## src/rtl/fwd_hazard_unit.sv

```systemverilog
// rtl/fwd_hazard_unit.sv - operand forwarding selects and load-use stall for a 5-stage pipe
module fwd_hazard_unit #(
    parameter int REGW = 3
) (
    input  logic            clk,
    input  logic            rst,
    input  logic            id_valid,
    input  logic [REGW-1:0] id_rs,
    input  logic [REGW-1:0] id_rt,
    input  logic            id_rs_rd,
    input  logic            id_rt_rd,
    input  logic [REGW-1:0] id_rd,
    input  logic            id_wr,
    input  logic            id_ld,
    input  logic            flush,
    output logic [1:0]      fwd_A,
    output logic [1:0]      fwd_B,
    output logic            stall
);

    logic            ex_v, ex_wr, ex_ld;
    logic [REGW-1:0] ex_rd;
    logic            mem_v, mem_wr, mem_ld;
    logic [REGW-1:0] mem_rd;

    logic ex_match_rs, ex_match_rt, mem_match_rs, mem_match_rt;
    logic hazard, load_ex;
    logic [1:0] fwd_a_nxt, fwd_b_nxt;

    // A source only matches when the instruction actually reads it through the ALU port.
    assign ex_match_rs  = ex_v  & ex_wr  & (ex_rd  == id_rs) & id_rs_rd;
    assign ex_match_rt  = ex_v  & ex_wr  & (ex_rd  == id_rt) & id_rt_rd;
    assign mem_match_rs = mem_v & mem_wr & (mem_rd == id_rs) & id_rs_rd;
    assign mem_match_rt = mem_v & mem_wr & (mem_rd == id_rt) & id_rt_rd;

    assign hazard  = ex_ld & (ex_match_rs | ex_match_rt);
    assign stall   = id_valid & hazard & ~flush;
    assign load_ex = id_valid & ~stall & ~flush;

    // The younger producer in EX takes priority over the one in MEM.
    assign fwd_a_nxt = load_ex ? {ex_match_rs, mem_match_rs & ~ex_match_rs} : 2'b00;
    assign fwd_b_nxt = load_ex ? {ex_match_rt, mem_match_rt & ~ex_match_rt} : 2'b00;

    always_ff @(posedge clk or posedge rst) begin
        if (rst) begin
            ex_v   <= 1'b0;
            ex_wr  <= 1'b0;
            ex_ld  <= 1'b0;
            ex_rd  <= '0;
            mem_v  <= 1'b0;
            mem_wr <= 1'b0;
            mem_ld <= 1'b0;
            mem_rd <= '0;
            fwd_A  <= 2'b00;
            fwd_B  <= 2'b00;
        end else begin
            mem_v  <= ex_v;
            mem_wr <= ex_wr;
            mem_ld <= ex_ld;
            mem_rd <= ex_rd;
            ex_v   <= load_ex;
            ex_wr  <= load_ex & id_wr;
            ex_ld  <= load_ex & id_ld;
            ex_rd  <= load_ex ? id_rd : '0;
            fwd_A  <= fwd_a_nxt;
            fwd_B  <= fwd_b_nxt;
        end
    end

    // The MEM-slot load flag is tracked for completeness; a load there forwards like any producer.
    logic unused_mem_ld;
    assign unused_mem_ld = mem_ld;

endmodule
```

## config.mk

```make
export PLATFORM = sky130hd
export DESIGN_NAME = fwd_hazard_unit
export DESIGN_NICKNAME = d
export VERILOG_FILES = /design/src/rtl/fwd_hazard_unit.sv
export SDC_FILE = /design/constraint.sdc
export NUM_CORES = 1
export LEC_CHECK = 0
export ABC_AREA = 1
export CORE_UTILIZATION = 40
export DETAILED_ROUTE_END_ITERATION = 8
export GPL_TIMING_DRIVEN = 0
export HOLD_SLACK_MARGIN = 0.15
export PLACE_DENSITY = 0.73
export REMOVE_ABC_BUFFERS = 1
export SLEW_MARGIN = 10
export SYNTH_ARGS = -nofsm -noshare
export SYNTH_HDL_FRONTEND = slang
export SYNTH_SLANG_ARGS = --single-unit
```

## constraint.sdc

```tcl
create_clock -name clk -period 1.1 [get_ports clk]
set_input_delay 0.11 -clock clk [delete_from_list [all_inputs] [get_ports clk]]
set_output_delay 0.11 -clock clk [all_outputs]
set_load 0.01 [all_outputs]
```

==> impl_summary.md, run 1 <==
Power
The internal power consumption is 0.795 mW. The power per cell area is 995 nW/um2. The net switching power is 0.263 mW. The combinational cell fraction of total power is 15.3%. The sequential cell fraction of total power is 54.8%. Per report_power, the clock group accounts for 29.9% of the total. The net switching share of the total power is 24.8%. The static leakage is 0.607 nW. Across the VDD grid, the largest voltage drop is 0.845 mV.

Clock tree
The tree built by TritonCTS fans out to 15 sinks. CTS built an H-tree with a depth of 1. The clock reaches the later pin of the worst-skew pair after 0.28 ns. The clock tree buffer depth is 2. The cell at the root of the clock tree is sky130_fd_sc_hd__clkbuf_4. The clock-pin transition on the worst setup and hold timing paths is 0.09 ns.

The TritonCTS clock tree is built. The number of hold-repair buffers added at the cts stage is 0. Buffers inserted during clock tree synthesis total 3.

GRT
For this run the aggregate overflow at the end of global routing stands at 0. The first global-routing pass estimated 2460 um of wire. Entering global routing, the biggest net connects 16 pins.

In the global route stage, overall resource usage came out at 18.3%. The number of antenna violations at the first check in global routing is 0. The via count of the first global-routing pass is 650.

Drt
The iteration count of the initial detailed-routing pass is 4. Dividing the detail-routed via count by the number of cells gives 4.53. Across all layers, the routed design uses 684 vias. In the final routed layout, each cell accounts on average for 9.78 um.

After detailed routing, the number of remaining DRC violations is 0. After detailed routing, the total wire length is 1480 um. The first routing iteration left 14 violations.

The count of nets left with antenna violations once routing finished came out at 0.

Finish
The area added between synthesis and finish is 46.6%. Leaving out fill and tap cells, the most frequent cells in the layout are 22 x sky130_fd_sc_hd__nand2_1, 21 x sky130_fd_sc_hd__inv_1, 17 x sky130_fd_sc_hd__nor2_1, 16 x sky130_fd_sc_hd__clkdlybuf4s50_1, 15 x sky130_fd_sc_hd__dfrtp_1. The count of antenna diodes in the layout is 0. Counting the fill cells in the layout gives 143.

The most common cell after layout, fill and taps aside is sky130_fd_sc_hd__nand2_1. After the last flow step, the layout net total stands at 144. The share of post-route cells with drive strength above 1 is 15.9%.

Worst setup path
The worst register-to-register path has a depth of 10. The reg-to-reg startpoint is ex_rd[1]$_DFF_PP0_. The reg-to-reg setup timing slack is -0.22 ns. The critical path class is flip-flop to output pin.

The startpoint class of the critical path is a flip-flop. The type of element capturing the critical path is an output pin. In this run the worst path has a maximum fanout of 4.

The arrival time at the worst endpoint is 1.35 ns. For the worst setup path, the data required time is 0.99 ns. The worst register-to-register path ends at fwd_B[0]$_DFF_PP0_.

Die
The total area inside the core boundary comes to 1710 um2. The overall die width is 44.6 um. The cell row count is 15. The height of the chip is 44.6 um. Once the floorplan was initialized, standard cells occupied 42.5% of the core.

The floorplan die area is 1990 um2. During I/O placement, the number of pins put on the boundary was 22.

Timing
Setup repair after global routing could not meet its margin everywhere. Headroom to the max-slew limit came out at 64.2%. The worst setup margin is -0.358 ns. The final period demand of the worst path is 1.46 ns. After layout, the worst path uses 133% of the clock period.

The final count of negative-setup-slack endpoints is 11. The maximum clock frequency is 686 MHz. The transition time of the tightest slew-check pin is 0.537 ns. Clock skew on the completed layout was measured at 0.00182 ns. The count of final hold-check violations was 0. The number of max-slew violations in the final report came to 0.

Summed over all failing endpoints, the final setup total negative slack is -2.22 ns.

Outcome
The flow ran to the end, but the final reports show violations. The checks that failed: setup timing.

Hold path
The worst min-delay path category is input port to async pin.

Logic synthesis
The synthesized netlist contains 12 unique library cells. Synthesis inferred 15 register bits. The sequential element share of the synthesized area is 51.7%. The number of instances in the synthesized netlist is 95. The mean cell area of the mapped netlist is 7.64 um2.

The post-synth design cell area is 726 um2. The count of warnings emitted by yosys is 0.

Job
The tool flagged a number of max-cap violations equal to 0.

Place
The estimated wirelength of the detail-placed design is 1070 um. Buffers placed on the I/O ports in this run total 21. The placer congestion estimate is 0.739.

Timing analysis after detailed placement gives a worst setup slack of -0.745 ns.
-- cells by family (layout without fill, tap and decap cells) --
kind of cell           Yosys count  in the layout  synth area share, %
AND/OR/NAND/NOR                 49             50                 28.3
buffers and inverters           25             55                 12.9
flip-flops                      15             15                 51.7
XOR/XNOR                         5              5                 6.03
AO/OA/AOI/OAI                    1              1                 1.03
-- what timing repair did --
item                       4_1_cts  5_1_grt
buffers inserted                 5        0
cloned                           0        1
resized for setup               10        9
hold endpoints to repair         0        0
setup endpoints to repair       14       11
pin swaps                        4        7
-- power groups by stage --
stage	logic [mW]	clock network, mW	registers, mW
floorplan	0.0674	0	0.587
global placement	0.142	0	0.589
detailed placement	0.146	0	0.591
CTS	0.155	0.326	0.579
global route	0.181	0.340	0.582
finish	0.162	0.317	0.580
-- stage by stage --
stage / std cells / utilization, % / area, um2 / hold WS [ns] / power (mW)
CTS: 150 / 60.4 / 1030 / 0.170 / 1.06
global placement: 141 / 56.6 / 967 / 0.383 / 0.730
finish: 151 / 62.3 / 1060 / 0.154 / 1.06
floorplan: 95 / - / 726 / 0.0115 / 0.655
global route: 151 / 62.3 / 1060 / 0.248 / 1.10
detailed placement: 141 / 56.6 / 967 / 0.387 / 0.737
-- final cells by class --
| class | instances | area, um2 | share of cell area [%] |
|---|---|---|---|
| inverter | 25 | 93.8 | 8.82 |
| multi-input combinational | 56 | 289 | 27.2 |
| timing repair buffer | 26 | 248 | 23.3 |
| tap | 25 | 31.3 | 2.94 |
| clock buffer | 4 | 26.3 | 2.47 |
| sequential | 15 | 375 | 35.3 |
-- registers in the layout, summed over array words and instances (netlist names) --
register,cells
ex_ld,1
ex_rd,3
ex_v,1
ex_wr,1
fwd_A,2
fwd_B,2
mem_rd,3
mem_v,1
mem_wr,1
-- synthesized netlist by cell type (all sizes together) --
cell | n | share of area [%]
a21boi | 1 | 1.0
dfrtp | 15 | 52
inv | 25 | 13
nand2 | 26 | 15
nand3 | 1 | 0.69
nand4 | 3 | 2.6
nor2 | 19 | 10
xnor2 | 1 | 1.2
xor2 | 4 | 4.8
-- worst max-delay path, cell delays in order (launching register included) --
cell	delay, ns
sky130_fd_sc_hd__dfrtp_1	0.43
sky130_fd_sc_hd__inv_2	0.06
sky130_fd_sc_hd__nand2_1	0.07
sky130_fd_sc_hd__nand2_1	0.05
sky130_fd_sc_hd__nor2_1	0.08
sky130_fd_sc_hd__nand2_1	0.10
sky130_fd_sc_hd__nand2_1	0.08
sky130_fd_sc_hd__nand2_2	0.06
sky130_fd_sc_hd__inv_2	0.05
sky130_fd_sc_hd__buf_6	0.09
-- metal layers --
metal	part of all wire [%]	GRT usage, %	up-vias	routed length [um]
met5	0	0	-	0
met4	3.1	14.5	0	46
met3	4.9	3.67	5	72
met2	53	33.5	23	781
met1	39	17.4	323	577
li1	-	-	333	-
-- worst max path at each step --
stage,end,slack (ns),depth (start not counted),from
floorplan,fwd_A[1]$_DFF_PP0_,0.05,9,ex_rd[0]$_DFF_PP0_
global placement,stall,-0.72,10,id_rs[0]
detailed placement,stall,-0.75,10,id_rs[0]
CTS,stall,-0.38,9,ex_rd[1]$_DFF_PP0_
global route,stall,-0.48,9,ex_rd[1]$_DFF_PP0_
finish,stall,-0.36,9,ex_rd[1]$_DFF_PP0_
Power figures use the tool's default switching activity.
==> run 2, diff against run 1 <==
Settings changed: CORE_UTILIZATION 40 to 50, DONT_BUFFER_PORTS set to 1, PLACE_DENSITY 0.73 to 0.68.
==> run 2 against run 1 <==
  * The flow still finishes with violations (setup timing)
  * Global-route usage up 1.9 points
  * Die area shrank 19%
  * Design area fell by 10%
  * Clock power about the same
  * Critical path type unchanged
  * Critical endpoint unchanged
  * Highest routed layer unchanged
==> impl_summary.md, run 2 (synthesized netlist as in run 1, its figures left out) <==
Place
The number of placed instances, taps included, is 110. Routability-driven placement finished with a final weighted congestion of 0.742. The standard cell area after detailed placement is 744 um2. The worst slack at placement is -0.143 ns. After legalization and detailed placement, the total HPWL measured 925 um. In this run the tool buffered the top-level ports with 0 buffer cells.

Power
The final total power is 1.03 mW. The power per cell area is 1070 nW/um2. Of the total power, the share spent switching nets is 25.2%.

VDD sags by at most 0.790 mV. The sequential cell fraction of total power is 56.4%. Summed over all cells, the static leakage comes to 0.552 nW. The internal power consumption is 0.767 mW.

In this run the power spent charging and discharging nets is 0.259 mW. The clock network is responsible for 30.8% of the overall power. The combinational cell fraction of total power is 12.7%.

Finish
For this run, the share of the core covered by cells in the final layout is 72.6%. The post-route non-filler standard cell count is 131. From synthesis to final layout, the design area changed by 31.9%.

The top cell types in the final layout, fill and taps aside, are 23 x sky130_fd_sc_hd__inv_1, 23 x sky130_fd_sc_hd__nand2_1, 16 x sky130_fd_sc_hd__nor2_1, 15 x sky130_fd_sc_hd__dfrtp_1, 13 x sky130_fd_sc_hd__dlygate4sd3_1. The final instance area is 957 um2. The count of antenna diodes in the layout is 0.

Of the cells placed in the final design, the portion with a size suffix greater than 1 is 13.8%. The largest registers in the layout are ex_rd x3, mem_rd x3. After the last flow step, the layout net total stands at 134.

Timing
The worst setup margin is -0.308 ns. The share of the clock period used by the worst path is 128%. The count of final hold-check violations is 0. The relative slew slack is 62.9%. The post-route setup TNS is -2.25 ns. Setup repair after global routing could not meet its margin everywhere.

The transition time of the tightest slew-check pin is 0.556 ns. The maximum clock frequency is 710 MHz. The number of max-slew violations in the final report was 0. For the final database, setup skew stands at 0.00748 ns. The final period demand of the worst path is 1.41 ns. The worst hold slack is 0.163 ns.

Setup violations remaining at the end of the flow were counted as 10.

Outcome
The flow ran to the end, but the final reports show violations. The final reports fail on setup timing.

GRT
The via count of the first global-routing pass is 551. Entering global routing, the biggest net connects 16 pins. The first global-routing pass estimated 2000 um of wire.

The number of antenna violations at the first check in global routing is 0. The sum of overflow across all layers after global routing is 0. Across every metal layer, demand over resource in global routing totals 20.2%.

Drt
The routed wire length is 1510 um. After detailed routing, the number of vias per cell comes to 4.69. After detailed routing, the average wire length per cell comes to 11.5 um. The remaining antenna violation count after routing is 0. In the routed design, unresolved DRC markers number 0. Across all layers, the routed design uses 614 vias. The first detailed-routing pass took 4 iterations. The number of violations reported at the end of detailed-routing iteration 0 is 15.

Clock tree
In this run, CTS created clock tree buffers numbering 3. The clock latency on the worst-skew pair is 0.29 ns. The clock-pin transition on the worst setup and hold timing paths is 0.09 ns.

The deepest level of the CTS H-tree is 1. TritonCTS built the clock tree. The cell at the root of the clock tree is sky130_fd_sc_hd__clkbuf_4.

The clock tree buffer depth is 2. The sink count of the clock tree is 15.

Die
The core region is 1320 um2. The floorplan step set the die height to 40.1 um. The floorplan die area is 1610 um2.

22 I/O pins were placed. Measured along the x axis, the die boundary spans 40.1 um. The cell row count is 13.

The initial utilization of the core area, before any placement, comes to 55.1%.

Worst setup path
The type of element capturing the critical path is an output pin. STA puts the critical path data required time at 0.99 ns. The startpoint class of the critical path is a flip-flop. In this run the worst path has a maximum fanout of 4.

The critical path in this run is classified as flip-flop to output pin. The arrival time at the worst endpoint is 1.30 ns.

Job
The number of max-cap violations is 0.

Hold path
In this run the worst hold path is classified as input port to flip-flop.
## run 2: final timing paths
kind	startpoint	to	slack, ns	depth (start not counted)
max	ex_rd[1]$_DFF_PP0_	stall	-0.31	8
min	id_rt[2]	fwd_B[0]$_DFF_PP0_	0.16	4
max reg2reg	ex_rd[1]$_DFF_PP0_	ex_wr$_DFF_PP0_	-0.23	10
min reg2reg	ex_wr$_DFF_PP0_	mem_wr$_DFF_PP0_	0.41	0
max in group asynchronous	rst	fwd_B[1]$_DFF_PP0_	0.43	2
min in group asynchronous	rst	mem_wr$_DFF_PP0_	0.30	2
## run 2: critical path, stage by stage (launching register included)
cell and delay [ns]:
sky130_fd_sc_hd__dfrtp_1 0.43, sky130_fd_sc_hd__inv_2 0.05, sky130_fd_sc_hd__nand2_1 0.05, sky130_fd_sc_hd__nand2_1 0.05, sky130_fd_sc_hd__nor2_1 0.09, sky130_fd_sc_hd__nand2_1 0.10, sky130_fd_sc_hd__nand2_1 0.10, sky130_fd_sc_hd__nand2_2 0.06
sky130_fd_sc_hd__inv_2 0.07
## run 2: cell type report
type / instances / area (um2)
Timing Repair Buffer: 16 / 153
Clock inverter: 1 / 5.00
Clock buffer: 3 / 22.5
Multi-Input combinational cell: 56 / 289
Fill cell: 101 / 360
Sequential cell: 15 / 375
Tap cell: 15 / 18.8
Inverter: 25 / 93.8
## run 2: power by group through the flow
stage	sequential, mW	combinational [mW]	clock [mW]
5_1_grt	0.581	0.146	0.350
2_1_floorplan	0.587	0.0674	0
6_report	0.579	0.131	0.317
3_5_place_dp	0.590	0.0805	0
4_1_cts	0.579	0.120	0.331
3_3_place_gp	0.589	0.0788	0
## run 2: metal layers
| metal | GRT usage (%) | routed length (um) | vias to the layer above |
|---|---|---|---|
| met4 | 13.8 | 23 | 0 |
| li1 | - | - | 314 |
| met1 | 21.7 | 646 | 277 |
| met3 | 5.00 | 74 | 4 |
| met5 | 0 | 0 | - |
| met2 | 34.7 | 762 | 19 |
## run 2: timing repair
action,CTS,global route
endpoints found under the hold margin,25,0
pin swaps,3,1
gates resized for setup,2,5
setup buffers,2,1
hold buffers,13,0
setup endpoints to repair,10,10
cloned,0,1
==> run 3, diff against run 2 <==
Settings changed: CAP_MARGIN set to 20, GPL_ROUTABILITY_DRIVEN set to 0.
==> results of run 3 <==
Final layout, timing and power as in run 2 (identical DEF).
